==> config.mk <==
export PLATFORM = sky130hd
export DESIGN_NAME = rolling_stats
export DESIGN_NICKNAME = d
export VERILOG_FILES = /design/src/rtl/trade_pkg.sv /design/src/rtl/sample_ring.sv /design/src/rtl/rolling_stats.sv
export SDC_FILE = /design/constraint.sdc
export NUM_CORES = 2
export LEC_CHECK = 0
export ABC_AREA = 1
export CAP_MARGIN = 25
export CORE_MARGIN = 3
export CORE_UTILIZATION = 40
export CTS_BUF_LIST = sky130_fd_sc_hd__clkbuf_4 sky130_fd_sc_hd__clkbuf_8
export DETAILED_ROUTE_END_ITERATION = 10
export PLACE_DENSITY_LB_ADDON = 0.15
export SYNTH_ARGS = -nofsm -noshare
export SYNTH_HDL_FRONTEND = slang
export SYNTH_HIERARCHICAL = 1
export SYNTH_SLANG_ARGS = --single-unit
==> constraint.sdc <==
create_clock -name clk -period 18.8 [get_ports clk]
set_input_delay 2.82 -clock clk [delete_from_list [all_inputs] [get_ports clk]]
set_output_delay 2.82 -clock clk [all_outputs]
set_load 0.01 [all_outputs]
==> src/rtl/trade_pkg.sv <==
// Shared price formats for the trading datapath: 10.6 unsigned prices and
// their full-width squares.
package trade_pkg;

    localparam int DATA_WIDTH   = 16;
    localparam int INTEGER_BITS = 10;
    localparam int FRAC_BITS    = DATA_WIDTH - INTEGER_BITS;

    typedef logic [DATA_WIDTH-1:0]   price_t;
    typedef logic [2*DATA_WIDTH-1:0] sq_t;

endpackage

==> src/rtl/sample_ring.sv <==
// N-entry sample history. The entry at wr_ptr is the oldest sample and is read
// combinationally, so it can be evicted in the same cycle that it is overwritten.
module sample_ring #(
    parameter int data_width  = 16,
    parameter int log2_window = 4
) (
    input  logic                  clk,
    input  logic                  rst,
    input  logic                  clr,
    input  logic                  wr_en,
    input  logic [data_width-1:0] wr_data,
    output logic [data_width-1:0] oldest
);

    localparam int N = 1 << log2_window;

    logic [data_width-1:0]  ring_q [N];
    logic [data_width-1:0]  ring_d [N];
    logic [log2_window-1:0] wr_ptr_q;
    logic [log2_window-1:0] wr_ptr_d;

    always_comb begin
        ring_d   = ring_q;
        wr_ptr_d = wr_ptr_q;
        if (clr) begin
            for (int i = 0; i < N; i++) begin
                ring_d[i] = '0;
            end
            wr_ptr_d = '0;
        end else if (wr_en) begin
            ring_d[wr_ptr_q] = wr_data;
            wr_ptr_d         = wr_ptr_q + 1'b1;
        end
    end

    always_ff @(posedge clk) begin
        if (rst) begin
            for (int i = 0; i < N; i++) begin
                ring_q[i] <= '0;
            end
            wr_ptr_q <= '0;
        end else begin
            ring_q   <= ring_d;
            wr_ptr_q <= wr_ptr_d;
        end
    end

    assign oldest = ring_q[wr_ptr_q];

endmodule

==> src/rtl/rolling_stats.sv <==
// Sliding-window mean and mean-of-squares over the last 2^log2_window prices,
// registered one cycle after each accepted sample.
module rolling_stats
    import trade_pkg::*;
#(
    parameter int data_width   = DATA_WIDTH,
    parameter int integer_bits = INTEGER_BITS,
    parameter int log2_window  = 4
) (
    input  logic                    clk,
    input  logic                    rst,
    input  logic                    price_valid,
    input  logic [data_width-1:0]   price,
    input  logic                    flush,
    output logic [data_width-1:0]   current_data,
    output logic [data_width-1:0]   N_mean,
    output logic [2*data_width-1:0] N_sqr_mean,
    output logic                    data_valid_pre,
    output logic                    window_full
);

    localparam int SUM_W = data_width + log2_window;
    localparam int SQ_W  = 2 * data_width + log2_window;
    localparam logic [log2_window:0] WIN_N = {1'b1, {log2_window{1'b0}}};

    if (log2_window < 1 || log2_window > 6 || integer_bits > data_width) begin : g_bad_param
        $error("rolling_stats: unsupported parameter combination");
    end

    // Interface: a sample is taken on every cycle with price_valid=1 and flush=0;
    // there is no ready. data_valid_pre is a one-cycle strobe the consumer must take.
    logic                    accept;
    logic [data_width-1:0]   old;

    logic [SUM_W-1:0]        sum_q, sum_d;
    logic [SQ_W-1:0]         sq_sum_q, sq_sum_d;
    logic [log2_window:0]    fill_cnt_q, fill_cnt_d;
    logic [data_width-1:0]   current_data_q, current_data_d;
    logic [data_width-1:0]   mean_q, mean_d;
    logic [2*data_width-1:0] sqr_mean_q, sqr_mean_d;
    logic                    data_valid_q, data_valid_d;
    logic                    window_full_q, window_full_d;

    assign accept = price_valid & ~flush;

    sample_ring #(
        .data_width (data_width),
        .log2_window(log2_window)
    ) u_ring (
        .clk    (clk),
        .rst    (rst),
        .clr    (flush),
        .wr_en  (accept),
        .wr_data(price),
        .oldest (old)
    );

    always_comb begin
        sum_d          = sum_q;
        sq_sum_d       = sq_sum_q;
        fill_cnt_d     = fill_cnt_q;
        current_data_d = current_data_q;
        mean_d         = mean_q;
        sqr_mean_d     = sqr_mean_q;
        data_valid_d   = 1'b0;
        window_full_d  = window_full_q;
        if (flush) begin
            sum_d          = '0;
            sq_sum_d       = '0;
            fill_cnt_d     = '0;
            current_data_d = '0;
            mean_d         = '0;
            sqr_mean_d     = '0;
            window_full_d  = 1'b0;
        end else if (accept) begin
            // Empty slots hold zero, so evicting them during warm-up is harmless.
            sum_d    = sum_q + SUM_W'(price) - SUM_W'(old);
            sq_sum_d = sq_sum_q + SQ_W'(price) * SQ_W'(price) - SQ_W'(old) * SQ_W'(old);
            if (fill_cnt_q != WIN_N) begin
                fill_cnt_d = fill_cnt_q + 1'b1;
            end
            current_data_d = price;
            mean_d         = sum_d[SUM_W-1:log2_window];
            sqr_mean_d     = sq_sum_d[SQ_W-1:log2_window];
            data_valid_d   = (fill_cnt_d == WIN_N);
            window_full_d  = (fill_cnt_d == WIN_N);
        end
    end

    always_ff @(posedge clk) begin
        if (rst) begin
            sum_q          <= '0;
            sq_sum_q       <= '0;
            fill_cnt_q     <= '0;
            current_data_q <= '0;
            mean_q         <= '0;
            sqr_mean_q     <= '0;
            data_valid_q   <= 1'b0;
            window_full_q  <= 1'b0;
        end else begin
            sum_q          <= sum_d;
            sq_sum_q       <= sq_sum_d;
            fill_cnt_q     <= fill_cnt_d;
            current_data_q <= current_data_d;
            mean_q         <= mean_d;
            sqr_mean_q     <= sqr_mean_d;
            data_valid_q   <= data_valid_d;
            window_full_q  <= window_full_d;
        end
    end

    assign current_data   = current_data_q;
    assign N_mean         = mean_q;
    assign N_sqr_mean     = sqr_mean_q;
    assign data_valid_pre = data_valid_q;
    assign window_full    = window_full_q;

endmodule
==> impl_metrics.env <==
export IMPL_drive_gt1_share_pct=4.86
export IMPL_max_slew_margin_rel_pct=18.7
export IMPL_nFillCells=8851
export IMPL_cts_buffers=66
export IMPL_ant_nets=0
export IMPL_dieArea_sq_um=89300
export IMPL_hold_buffers=0
export IMPL_crit_fanout=66
export IMPL_yosysMostFrequentCell="inv_1"
export IMPL_min_period_ns=9.54
export IMPL_synth_edf_count=0
export IMPL_min_path_type="reg -> reg"
export IMPL_syn_to_final_growth_pct=7.56
export IMPL_outcome="completed"
export IMPL_synth_area_per_cell_sq_um=7.42
export IMPL_place_area_sq_um=35500
export IMPL_htreeDepth=3
export IMPL_io_buffers=85
export IMPL_place_gp_congestion=0.878
export IMPL_hold_viol=0
export IMPL_cts_path_max_buffers=3
export IMPL_hp_start="u_ring/ring_q[66]"
export IMPL_synth_area_sq_um=34300
export IMPL_netlist_area_leader_share_pct=26.2
export IMPL_start_kind="flip-flop"
export IMPL_final_cells=5725
export IMPL_ys_types=41
export IMPL_end_kind="flip-flop"
export IMPL_cts_root_buf="clkbuf_8"
export IMPL_rsz0062_at_grt="false"
export IMPL_remaining_drc_errors=0
export IMPL_fmax_ghz=0.105
export IMPL_drt_iter0_drc=1426
export IMPL_synth_warnings=6
export IMPL_grt_usage_pct=22.4
export IMPL_cts_tree="built"
export IMPL_grt_overflow=0
export IMPL_critical_path_max_stage_delay_ns=0.71
export IMPL_cp_slowest_cell="buf_4"
export IMPL_hold_depth=2
export IMPL_async_flop_share_pct=0
export IMPL_r2r_cells=35
export IMPL_syn_num_nets=5326
export IMPL_clk_latency_ns=0.69
export IMPL_stdcell_area_sq_um=36900
export IMPL_antenna_found_initial=0
export IMPL_io_pins=86
export IMPL_syn_inst=4623
export IMPL_grt_max_degree=230
export IMPL_required_ns=19.37
export IMPL_place_detailed_hpwl_mm=71.4
export IMPL_nNetsFinal=5253
export IMPL_clock_sinks=339
export IMPL_num_rows=106
export IMPL_synth_area_leaders="fa_1 26%, dfxtp_1 20%, inv_1 13%, nand2_1 10%, ha_1 8.5%"
export IMPL_antenna_cells=0
export IMPL_r2r_slack_ns=9.26
export IMPL_drtPass1Iterations=6
export IMPL_crit_top_cell="nand2_1"
export IMPL_cap_violations=0
export IMPL_core_area_sq_um=84400
export IMPL_initial_core_util_pct=40.6
export IMPL_synth_seq_cells=339
export IMPL_fin_skew_ns=0.0314
export IMPL_worst_hold_slack_ns=0.451
export IMPL_r2r_end="sq_sum_q[23]"
export IMPL_crit_type="reg -> reg"
export IMPL_setup_viol=0
export IMPL_die_w_microns=299
export IMPL_die_y_microns=299
export IMPL_dp_cells=5616
export IMPL_drt_total_wl_mm=98.0
export IMPL_fin_setup_tns_ns=0
export IMPL_synth_top_cells_by_count="1217 x inv_1, 942 x nand2_1, 449 x fa_1"
export IMPL_synth_area_leader_cell="fa_1"
export IMPL_max_slew_worst_pin_slew_ns=1.22
export IMPL_period_share_pct=50.8
export IMPL_clkSlewWorstSetupHoldPaths_ns=0.06
export IMPL_whs_endpoint="u_ring/ring_q[66]"
export IMPL_grt_pass1_vias=27226
export IMPL_postCtsSetupBuffers=0
export IMPL_grt_pass1_wl_mm=157
export IMPL_synth_ff_type="dfxtp_1"
export IMPL_via_count=27031
export IMPL_wire_per_inst_microns=17.1
export IMPL_r2r_start="u_ring/wr_ptr_q[0]"
export IMPL_post_cts_resize_count=0
export IMPL_avgViaCountPerCell=4.72
export IMPL_yosysSeqAreaShare_pct=19.8
export IMPL_cp_arrival_ns=10.11
export IMPL_final_max_slew_viol_count=0
cell families (layout without fill, tap and decap cells):
family          after synthesis  in the layout  share of synthesized area, %
compound gates              740            740                          11.0
xor+xnor                     45             45                          1.15
fa+ha+maj                   683            683                          34.8
buf+inv                    1504           1472                          17.7
flops                       339            339                          19.8
simple gates               1312           1312                          15.6
final cells by class:
class | count | area, sq um | area share, %
Multi-Input combinational cell | 2780 | 21500 | 58.2
Sequential cell | 339 | 6790 | 18.4
Inverter | 1231 | 4620 | 12.5
Clock inverter | 11 | 153 | 0.414
Tap cell | 1134 | 1420 | 3.85
Clock buffer | 98 | 1190 | 3.23
Timing Repair Buffer | 132 | 1250 | 3.39
stage by stage:
stage | util, % | worst slack (ns)
2_1_floorplan | - | 10.12
6_report | 43.7 | 9.26
4_1_cts | 43.7 | 9.28
5_1_grt | 43.7 | 8.60
3_5_place_dp | 42.1 | 8.85
3_3_place_gp | 42.0 | 8.85
how the worst max path moves through the flow:
stage                                   from           end  cells after the start
after floorplan                    price[10]  sq_sum_q[32]                     31
after global placement             price[10]  sq_sum_q[22]                     26
after detailed placement           price[10]  sq_sum_q[22]                     26
after CTS                 u_ring/wr_ptr_q[0]  sq_sum_q[23]                     35
after global routing      u_ring/wr_ptr_q[0]  sq_sum_q[33]                     35
final                     u_ring/wr_ptr_q[0]  sq_sum_q[23]                     35
worst max-delay path, delay by kind of cell (launching register included):
family | cells | cell delay (ns)
adders and majority gates | 9 | 4.47
and+or+nand+nor | 14 | 1.99
buffers and inverters | 10 | 1.83
DFF | 1 | 0.56
AOI/OAI and AO/OA | 2 | 0.48
flip-flops by register name (all words and copies together) (netlist names):
name and cells:
window_full 1, sq_sum_q 36, fill_cnt_q 5, data_valid_pre 1, current_data 16, sum_q 20
u_ring/wr_ptr_q 4, u_ring/ring_q 256
per-layer routing:
metal	track usage, %	up-vias	share of wire, %
li1	-	13548	-
met2	36.1	592	45
met5	0	-	0
met4	7.16	0	3.2
met3	3.43	142	5.1
met1	30.9	12749	46
cell usage in the layout, fill, tap and decap left out, types with 2 or more instances in the layout:
| master | synthesis | final |
|---|---|---|
| a21o_1 | 3 | 3 |
| a21oi_1 | 374 | 374 |
| a21oi_2 | 4 | 4 |
| a31o_2 | 2 | 2 |
| buf_16 | 0 | 2 |
| buf_2 | 60 | 3 |
| buf_4 | 61 | 43 |
| clkbuf_4 | 0 | 25 |
| clkbuf_8 | 0 | 73 |
| clkdlybuf4s50_1 | 0 | 82 |
| clkinv_2 | 0 | 3 |
| dfxtp_1 | 339 | 337 |
| fa_1 | 449 | 449 |
| ha_1 | 234 | 234 |
| inv_1 | 1217 | 1216 |
| inv_12 | 0 | 3 |
| inv_2 | 14 | 14 |
| inv_8 | 0 | 2 |
| nand2_1 | 942 | 942 |
| nand2_2 | 19 | 19 |
| nand2_4 | 3 | 3 |
| nand3_1 | 190 | 190 |
| nand3b_1 | 2 | 2 |
| nand4_1 | 12 | 12 |
| nor2_1 | 113 | 112 |
| nor2_2 | 6 | 7 |
| nor2_4 | 3 | 3 |
| nor3_1 | 11 | 11 |
| nor3_2 | 4 | 4 |
| o21ai_0 | 243 | 243 |
| o21ai_1 | 98 | 98 |
| o21bai_1 | 9 | 9 |
| or2_1 | 2 | 2 |
| or2_2 | 4 | 4 |
| xnor2_1 | 11 | 11 |
| xor2_1 | 34 | 34 |
Power is left out: the tool's default activity adds up to more than one toggle a clock period on the data nets, which glitch-free logic cannot reach.
